File: config.mk
export PLATFORM = sky130hd
export DESIGN_NAME = s444_vec_seq
export DESIGN_NICKNAME = d
export VERILOG_FILES = /design/src/rtl/s444_vec_seq.sv
export SDC_FILE = /design/constraint.sdc
export NUM_CORES = 1
export LEC_CHECK = 0
export CAP_MARGIN = 10
export CORE_MARGIN = 2
export CORE_UTILIZATION = 64
export CTS_CLUSTER_DIAMETER = 200
export DETAILED_ROUTE_END_ITERATION = 12
export GPL_TIMING_DRIVEN = 0
export PLACE_DENSITY_LB_ADDON = 0.08
export SYNTH_ARGS = -nofsm -noshare
export SYNTH_HDL_FRONTEND = slang
export SYNTH_SLANG_ARGS = --single-unit
File: constraint.sdc
create_clock -name CK -period 6.8 [get_ports CK]
set_input_delay 1.02 -clock CK [delete_from_list [all_inputs] [get_ports CK]]
set_output_delay 1.02 -clock CK [all_outputs]
set_load 0.03 [all_outputs]
File: src/rtl/s444_vec_seq.sv
// s444_vec_seq: vector sequencer and response checker for an s444-class
// benchmark netlist. It replays stored stimulus vectors one per clock onto
// the netlist inputs. Each response is compared one cycle after its vector is
// registered by the netlist. The block reports the mismatch count and the
// index of the first failing vector.
`timescale 1ns/1ps
module s444_vec_seq #(
    parameter int DEPTH = 16,
    parameter int AW    = 4,
    parameter int IW    = 3,
    parameter int OW    = 6,
    parameter logic [IW-1:0] IDLE_VEC = IW'(1)
) (
    input  logic             CK,
    input  logic             RST,
    input  logic             wr_valid,
    input  logic [IW+OW-1:0] wr_data,
    output logic             wr_ready,
    input  logic             clr,
    input  logic             start,
    output logic             busy,
    output logic             done,
    output logic [IW-1:0]    dut_in,
    input  logic [OW-1:0]    dut_obs,
    output logic [AW:0]      vec_cnt,
    output logic [AW:0]      mis_cnt,
    output logic             fail,
    output logic [AW-1:0]    first_fail
);
    localparam logic [AW:0] ONE     = (AW+1)'(1);
    localparam logic [AW:0] DEPTH_C = (AW+1)'(DEPTH);

    typedef enum logic [1:0] {IDLE, RUN, DONE} state_t;
    state_t state;

    logic [DEPTH-1:0][IW-1:0] stim_mem;
    logic [DEPTH-1:0][OW-1:0] exp_mem;
    logic [AW:0]              k;          // index of next vector to issue
    logic [1:0]               vld_pipe;   // [0]: on dut_in, [1]: response on dut_obs
    logic [1:0][AW-1:0]       idx_pipe;

    logic          wr_acc;
    logic [AW:0]   cnt_wr;
    logic [IW-1:0] first_stim;
    logic          mism;
    logic          last_cmp;

    assign wr_acc     = wr_valid & wr_ready & (state != RUN);
    assign cnt_wr     = vec_cnt + (wr_acc ? ONE : '0);
    // a write accepted with start into an empty buffer must feed vector 0 directly
    assign first_stim = (vec_cnt == '0) ? wr_data[IW-1:0] : stim_mem[0];
    assign mism       = vld_pipe[1] && (dut_obs != exp_mem[idx_pipe[1]]);
    assign last_cmp   = vld_pipe[1] && ({1'b0, idx_pipe[1]} == vec_cnt - ONE);

    // vector buffer write port; contents need no reset
    always_ff @(posedge CK) begin
        if (wr_acc) begin
            stim_mem[vec_cnt[AW-1:0]] <= wr_data[IW-1:0];
            exp_mem[vec_cnt[AW-1:0]]  <= wr_data[IW+OW-1:IW];
        end
    end

    // control FSM with registered outputs, issue stage and compare stage
    always_ff @(posedge CK) begin
        if (RST) begin
            state      <= IDLE;
            vec_cnt    <= '0;
            mis_cnt    <= '0;
            fail       <= 1'b0;
            first_fail <= '0;
            busy       <= 1'b0;
            done       <= 1'b0;
            wr_ready   <= 1'b1;
            dut_in     <= IDLE_VEC;
            k          <= '0;
            vld_pipe   <= '0;
            idx_pipe   <= '0;
        end else begin
            case (state)
                RUN: begin
                    vld_pipe    <= {vld_pipe[0], 1'b0};
                    idx_pipe[1] <= idx_pipe[0];
                    if (k < vec_cnt) begin
                        dut_in      <= stim_mem[k[AW-1:0]];
                        k           <= k + ONE;
                        vld_pipe[0] <= 1'b1;
                        idx_pipe[0] <= k[AW-1:0];
                    end
                    if (mism) begin
                        mis_cnt <= mis_cnt + ONE;
                        fail    <= 1'b1;
                        if (mis_cnt == '0)
                            first_fail <= idx_pipe[1];
                    end
                    if (last_cmp) begin
                        state    <= DONE;
                        busy     <= 1'b0;
                        done     <= 1'b1;
                        dut_in   <= IDLE_VEC;
                        wr_ready <= (vec_cnt < DEPTH_C);
                    end
                end
                default: begin
                    vld_pipe <= '0;
                    if (clr) begin
                        state      <= IDLE;
                        vec_cnt    <= '0;
                        mis_cnt    <= '0;
                        fail       <= 1'b0;
                        first_fail <= '0;
                        done       <= 1'b0;
                        wr_ready   <= 1'b1;
                    end else if (start) begin
                        vec_cnt    <= cnt_wr;
                        mis_cnt    <= '0;
                        fail       <= 1'b0;
                        first_fail <= '0;
                        if (cnt_wr == '0) begin
                            state    <= DONE;
                            done     <= 1'b1;
                            wr_ready <= 1'b1;
                        end else begin
                            state       <= RUN;
                            busy        <= 1'b1;
                            done        <= 1'b0;
                            wr_ready    <= 1'b0;
                            dut_in      <= first_stim;
                            k           <= ONE;
                            vld_pipe[0] <= 1'b1;
                            idx_pipe[0] <= '0;
                        end
                    end else if (wr_acc) begin
                        vec_cnt  <= cnt_wr;
                        wr_ready <= (cnt_wr < DEPTH_C);
                        state    <= IDLE;
                        done     <= 1'b0;
                    end
                end
            endcase
        end
    end
endmodule

## Yosys cells after proc, flatten, opt, wreduce, memory -nomap -nowiden

Index checks and enable logic that the tools add are counted.

- $add $sub $neg: 4
- Magnitude comparators: 7
- Equal/unequal tests: 11
- Mux-type cells: 71
- Bitwise operators: 3
- Reduce and logical (&&, ||, !) cells: 18

Operators by type and width:

| cell | count |
|---|---|
| $bwmux W96 | 1 |
| $mux W5 | 12 |
| $bwmux W48 | 1 |
| $mux W4 | 10 |
| $mux W3 | 9 |
| $mux W1 | 26 |
| $bmux W6 S4 | 1 |
| $demux W6 S4 | 1 |
| $logic_not A5 Y1 | 3 |
| $lt A4 B5 Y1 const B | 3 |
| $bmux W3 S4 | 1 |
| $demux W3 S4 | 1 |
| $mux W2 | 6 |
| $mux W6 | 2 |
| $reduce_and A4 Y1 | 3 |
| $add A5 B1 Y5 const B | 2 |
| $lt A5 B5 Y1 const B | 2 |
| $ne A2 B2 Y1 const B | 4 |
| $ne A2 B1 Y1 const B | 3 |
| $ne A6 B6 Y1 | 1 |
| $reduce_and A2 Y1 | 3 |
| $reduce_bool A3 Y1 | 2 |
| $add A5 B1 Y5 | 1 |
| $eq A4 B5 Y1 | 1 |
| 12 further kinds | 15 |

- Flip-flop bits (word level): 182
- Input bits: 20
- Output and inout port bits: 21
- Word-level logic and storage cells: 160

## Depth between registers and ports, before layout

Gate-level depths: netlist of the first run.

- Depth in word-level cells: 9
- Depth in mapped cells: 13
- Depth with buffers taken out: 11

## Worst setup path before layout of the first run

OpenSTA, ideal clock, no wires.

- Path kind: input to register
- From: input wr_valid
- To: register dut_in[0]
- Library setup time: 0.131 ns
- Data arrival time: 3.093 ns
- Data required time: 6.669 ns
- Path slack: 3.576 ns
- Cell stages on the path: 12
- Path buffers: 2
- Path through: nand2_1 -> nor2_1 -> ha_1 -> nand3_1 -> o21ai_1 -> a31oi_1 -> or3_1 -> and3_1 -> clkbuf_1 -> clkbuf_1 -> a221oi_1 -> o21ai_0

- Longest elaborated chain between the ends: 7

RTL lines:

| item | RTL line | text |
|---|---|---|
| start: declaration | 16 | `input logic wr_valid,` |
| $and A1 B1 Y1 (2 in a row) | 48 | `assign wr_acc = wr_valid & wr_ready & (state != RUN);` |
| $mux W1 | 49 | `assign cnt_wr = vec_cnt + (wr_acc ? ONE : '0);` |
| $add A5 B1 Y5 | 49 |  |
| $logic_not A5 Y1 | 118 | `if (cnt_wr == '0) begin` |
| $ne A2 B1 Y1 (no source line) | -- |  |
| $reduce_and A4 Y1 (no source line) | -- |  |
| end signal: assignment | 84 | `dut_in <= stim_mem[k[AW-1:0]];` |
| end signal: assignment | 127 | `dut_in <= first_stim;` |
| end: declaration | 23 | `output logic [IW-1:0] dut_in,` |

Every way passes these cells.
A chain may end at the register's enable or synchronous reset.

## Worst setup path in the final report of the first run

- From: input wr_valid
- To: register dut_in[2]

The elaborated chain is that of the path after synthesis.

==> results.cfg, run 1 <==
[flow_run]
drv_cap = 0

[placement]
io_buffers = 39
gp_congestion = 0.835
placed_cells = 668
pre_cts_ws_ns = 2.64
hpwl_um = 10300

[clock_tree]
cts_sinks = 181
hold_buffers = 0
cts_tree = done
insertion_delay_ns = 0.43
clk_pin_slew_ns = 0.07
cts_root_buffer = clkbuf_16
htree_levels = 4
max-clock-path-buffers = 2
cts_resized = 0
numCtsBuffers = 17
cts_setup_buffers = 0

[timing]
period_share_pct = 56.2
skew_ns = 0.0107
grt_setup_unrepaired = no
period_minus_slack_ns = 3.82
whs_ns = 0.457
tightest_slew_ns = 1.17
max-slew-margin-rel_pct = 21.8
slew_viol_final = 0
setup_viol = 0
fin_tns_setup_ns = 0
max_freq_mhz = 262
fin_ws_ns = 2.98
finalHoldViolCount = 0

[synth]
synth.distinct_cells = 48
synth_seq_area_share_pct = 67.1
synth-seq-cells = 181
synth_cells = 486
syn_area_per_cell_um2 = 15.5
syn-num-nets = 519
synthArstFlopShare_pct = 0
synth_area_mm2 = 0.00754
synthTopCellsByArea = edfxtp_1 (57%), mux4_2 (11%), dfxtp_1 (9.8%)
synth_edf_count = 144
synth_top_area_share_pct = 57.3
yosys_warnings = 0
synth_ff_type = edfxtp_1
synth_top_area_cell = edfxtp_1

[grt]
grtUsageMet2_pct = 42.0
busiest_layer = met2
grt.overflow.total = 0
grt_util_met1_pct = 37.1
antenna_found_initial = 0
met3_usage_pct = 5.72
grt_pass1_vias = 4405
grt_pass1_wl_um = 24400
grt_usage_pct = 26.5
grt_max_degree = 18

[floorplanning]
io_pins = 41
rows = 39
die_h_um = 113
fp.coreArea_mm2 = 0.0115
die_w_um = 113
initial_core_util_pct = 65.8
die_area_mm2 = 0.0127

[setup_path]
worstPathRequired_ns = 7.15
start_kind = input pin
cp.arrival_ns = 4.17
crit_fanout = 8
end_kind = register
path_class = in -> reg

[route]
wl_per_cell_um = 22.3
routed_via_density = 6.28
drt-total-wl_um = 15600
drt_iter0_markers = 559
drtAntennaViolNets = 0
firstDrtPassIters = 6
drc = 0
vias = 4393

[power_and_ir_drop]
ir_drop_mv = 0.210
total_leakage_power_uw = 0.00281
p_per_area_mw_per_mm2 = 266

[layout]
final_cells = 700
fin_nets = 577
drive_gt1_share_pct = 14.9
syn2layout_area_growth_pct = 15.2
diodes = 0
fin_util_pct = 75.8

[status]
outcome = completed

[min_path]
hold_class = reg -> reg
## sequential cells by signal, indices dropped and copies added (netlist names)
signal and flops:
mis_cnt 5, k 5, first_fail 4, state 1, dut_in 3, fail 1, idx_pipe 8, vld_pipe 2
wr_ready 1, busy 1, stim_mem 48, vec_cnt 5, done 1, exp_mem 96
## where the power goes
group	switching, uW	total, uW	internal [uW]
Sequential	6.92	1210	1210
Clock	415	962	547
Combinational	78.6	133	54.0
## layout make-up
cell class | count | area [um2]
plain buffers | 24 | 104
clock buffers | 19 | 433
clock inverters | 13 | 145
fillers | 666 | 2780
inverters | 15 | 56.3
multi-input cells | 266 | 2320
flip-flops and latches | 181 | 5060
well taps | 143 | 179
repair buffers | 39 | 390
## final timing paths
| check | from | to | slack, ns | cells after the start |
|---|---|---|---|---|
| max | wr_valid | dut_in[2]$_SDFFE_PP0P_ | 2.98 | 13 |
| min | idx_pipe[3]$_SDFFE_PP0P_ | idx_pipe[3]$_SDFFE_PP0P_ | 0.46 | 2 |
| max reg2reg | state[0]$_SDFFE_PP0P_ | dut_in[2]$_SDFFE_PP0P_ | 3.58 | 12 |
| min reg2reg | idx_pipe[3]$_SDFFE_PP0P_ | idx_pipe[3]$_SDFFE_PP0P_ | 0.46 | 2 |
## cells in the final DEF (no fill, tap or decap), types with 3 or more instances in the layout
cell / n
buf_1: 4
xnor2_1: 8
a211oi_1: 4
inv_1: 15
o21ai_1: 5
a21oi_1: 26
xor2_1: 13
dfxtp_1: 37
ha_1: 13
nor3_1: 6
nor2_1: 37
inv_6: 3
o21ai_0: 10
a21o_1: 3
clkbuf_16: 17
clkdlybuf4s50_1: 39
clkbuf_1: 16
edfxtp_1: 144
nor3b_1: 6
nand2_1: 28
clkinvlp_4: 3
buf_2: 5
nand4_1: 3
mux2i_1: 16
or2_2: 6
nand3_1: 14
mux4_2: 38
## cell families after synthesis
| family | synth area share, % |
|---|---|
| flip-flops | 67.1 |
| AND/OR/NAND/NOR | 6.87 |
| adder cells (fa/ha/maj) | 2.16 |
| buffers and inverters | 2.12 |
| AO/OA/AOI/OAI | 5.32 |
| XOR/XNOR | 2.44 |
| multiplexers | 14.0 |
## layer usage
metal  part of all wire, %  up-vias
li1                      -     1983
met1                    41     2190
met2                    50      188
met3                   7.0       32
met4                   2.1        0
met5                     0        -
## synth_stat cells (8+ instances only)
master / n
edfxtp_1: 144
mux4_2: 38
dfxtp_1: 37
nor2_1: 37
nand2_1: 28
a21oi_1: 26
mux2i_1: 16
inv_1: 15
clkbuf_1: 14
nand3_1: 14
ha_1: 13
xor2_1: 13
o21ai_0: 10
xnor2_1: 8
## per-stage QoR
step | instance area (um2) | power [uW]
2_1_floorplan | 7540 | 1320
3_3_place_gp | 8110 | 1370
3_5_place_dp | 8110 | 1370
4_1_cts | 8690 | 2320
5_1_grt | 8690 | 2370
6_report | 8690 | 2310
## critical path, stage by stage
cell and delay (ns):
clkdlybuf4s50_1 0.46, nand2_1 0.07, nor2_1 0.41, ha_1 0.33, nand3_1 0.12, o21ai_1 0.17, a31oi_1 0.09, or3_1 0.34
and3_1 0.18, clkbuf_1 0.18, nor2_1 0.41, o21ai_0 0.19, a21oi_1 0.20
No activity file was read; power rests on OpenSTA's default activity.
==> inputs of run 2 (changes only) <==
CORE_UTILIZATION = 59   (was 64)
clock period = 3.85 ns   (was 6.8 ns; I/O delays follow)
==> results.cfg, run 2 (synthesis gave the netlist of run 1 again) <==
[layout]
nFillCells = 876
diodes = 0
multi_input_area_mm2 = 0.00232
fin_nets = 577
final_common_cell = edfxtp_1
final_cell_mix = edfxtp_1 (144), clkdlybuf4s50_1 (39), mux4_2 (38), nor2_1 (37), dfxtp_1 (37)
drive_gt1_share_pct = 14.7
final_cells = 729
ff_latch_area_mm2 = 0.00506
largest_register_ff_count = 96
syn2layout_area_growth_pct = 16.4

[power_and_ir_drop]
total_power_uw = 4240
ir_drop_mv = 0.352
total_leakage_power_uw = 0.00284
p_per_area_mw_per_mm2 = 483

[timing]
tightest_slew_ns = 1.17
finalHoldViolCount = 0
max_freq_mhz = 291
skew_ns = 0.0117
period_minus_slack_ns = 3.43
whs_ns = 0.455
fin_ws_ns = 0.418
period_share_pct = 89.1
fin_tns_setup_ns = 0
setup_viol = 0
grt_setup_unrepaired = no
slew_viol_final = 0
max-slew-margin-rel_pct = 21.4

[setup_path]
crit_fanout = 8
reg2reg_from = state[0]$_SDFFE_PP0P_
cp.arrival_ns = 3.78
end_kind = register
worstPathRequired_ns = 4.20
path_class = in -> reg
start_kind = input pin
crit_path_start = wr_valid

[route]
wl_per_cell_um = 21.7
drtAntennaViolNets = 0
routed_via_density = 5.94
drt_iter0_markers = 374
vias = 4328
drc = 0
firstDrtPassIters = 4
drt-total-wl_um = 15900

[grt]
grt.overflow.total = 0
grt_max_degree = 18
grt_pass1_wl_um = 24400
antenna_found_initial = 0
grt_pass1_vias = 4246
grt_usage_pct = 25.2

[floorplanning]
die_w_um = 117
io_pins = 41
fp.coreArea_mm2 = 0.0126
initial_core_util_pct = 60.0
die_h_um = 117
die_area_mm2 = 0.0137
rows = 41

[clock_tree]
cts_sinks = 181
cts_tree = done
clk_pin_slew_ns = 0.07
htree_levels = 4
insertion_delay_ns = 0.43
hold_buffers = 0
cts_root_buffer = clkbuf_16
cts_resized = 0
cts_setup_buffers = 0
numCtsBuffers = 17
max-clock-path-buffers = 2

[placement]
hpwl_um = 10600
gp_congestion = 0.852
pre_cts_ws_ns = 0.0685
placed_cells = 697
io_buffers = 39

[min_path]
worstHoldStart = idx_pipe[3]$_SDFFE_PP0P_
hold_class = reg -> reg

[status]
outcome = completed

[flow_run]
drv_cap = 0
[run 2: cell count changes in the layout (fill, tap and decap cells not counted), sizes merged]
cell | before | now
clkinvlp | 3 | 1
inv | 20 | 17
bufinv | 2 | 5
clkbuf | 33 | 32
clkinv | 3 | 6
[run 2: critical path, cell delays in order]
cell             delay (ns)
clkdlybuf4s50_1        0.45
nand2_1                0.07
nor2_1                 0.36
ha_1                   0.33
nand3_1                0.13
o21ai_1                0.19
a31oi_1                0.10
or3_1                  0.35
and3_1                 0.18
clkbuf_1               0.18
nor2_1                 0.45
o21ai_0                0.20
a21oi_1                0.19
[run 2: path summary, 6_finish.rpt]
check / endpoint / slack, ns / depth (start not counted)
setup / recovery: dut_in[1]$_SDFFE_PP0P_ / 0.42 / 13
hold / removal: idx_pipe[7]$_SDFFE_PP0P_ / 0.45 / 2
setup reg to reg: dut_in[1]$_SDFFE_PP0P_ / 0.57 / 12
hold reg to reg: idx_pipe[7]$_SDFFE_PP0P_ / 0.45 / 2
[run 2: cell type report]
cell class,instances,area share (%)
buffer,24,1.18
clock buffer,18,4.89
clock inverter,14,2.34
inverter,15,0.641
multi-input combinational,266,26.4
sequential,181,57.7
tap,172,2.45
timing repair buffer,39,4.44
[run 2: report_power, final]
group | switching [uW] | total, uW | internal, uW
Sequential | 12.4 | 2150 | 2130
Clock | 715 | 1860 | 1150
Combinational | 141 | 236 | 95.5
Total | 868 | 4240 | 3380
[run 2: through the flow]
| stage | area, um2 | utilization (%) |
|---|---|---|
| 3_5_place_dp | 8150 | 64.8 |
| 2_1_floorplan | 7540 | - |
| 5_1_grt | 8780 | 69.9 |
| 3_3_place_gp | 8150 | 64.8 |
| 6_report | 8780 | 69.9 |
| 4_1_cts | 8780 | 69.9 |
[run 2: layer usage]
metal	part of all wire, %	up-vias	track usage, %
met5	0	-	0
li1	-	1989	-
met2	50	142	40.2
met4	2.0	0	9.88
met1	43	2174	35.0
met3	5.3	23	4.84
==> inputs of run 3 (changes only) <==
--- a/config.mk
+++ b/config.mk
@@ -14,2 +14,3 @@
 export PLACE_DENSITY_LB_ADDON = 0.08
+export SKIP_CTS_REPAIR_TIMING = 1
 export SYNTH_ARGS = -nofsm -noshare
==> constraint.sdc (replaced) <==
create_clock -name CK -period 3.85 [get_ports CK]
set_input_delay 0.385 -clock CK [delete_from_list [all_inputs] [get_ports CK]]
set_output_delay 0.385 -clock CK [all_outputs]
set_load 0.03 [all_outputs]
==> results of run 3 <==
Same layout as run 2 (identical final DEF). Status: completed.
Among the figures that moved: setup slack after placement 0.0685 ns -> 0.261 ns; setup slack after layout 0.418 ns -> 0.565 ns; start point of the critical path wr_valid -> state[0]$_SDFFE_PP0P_
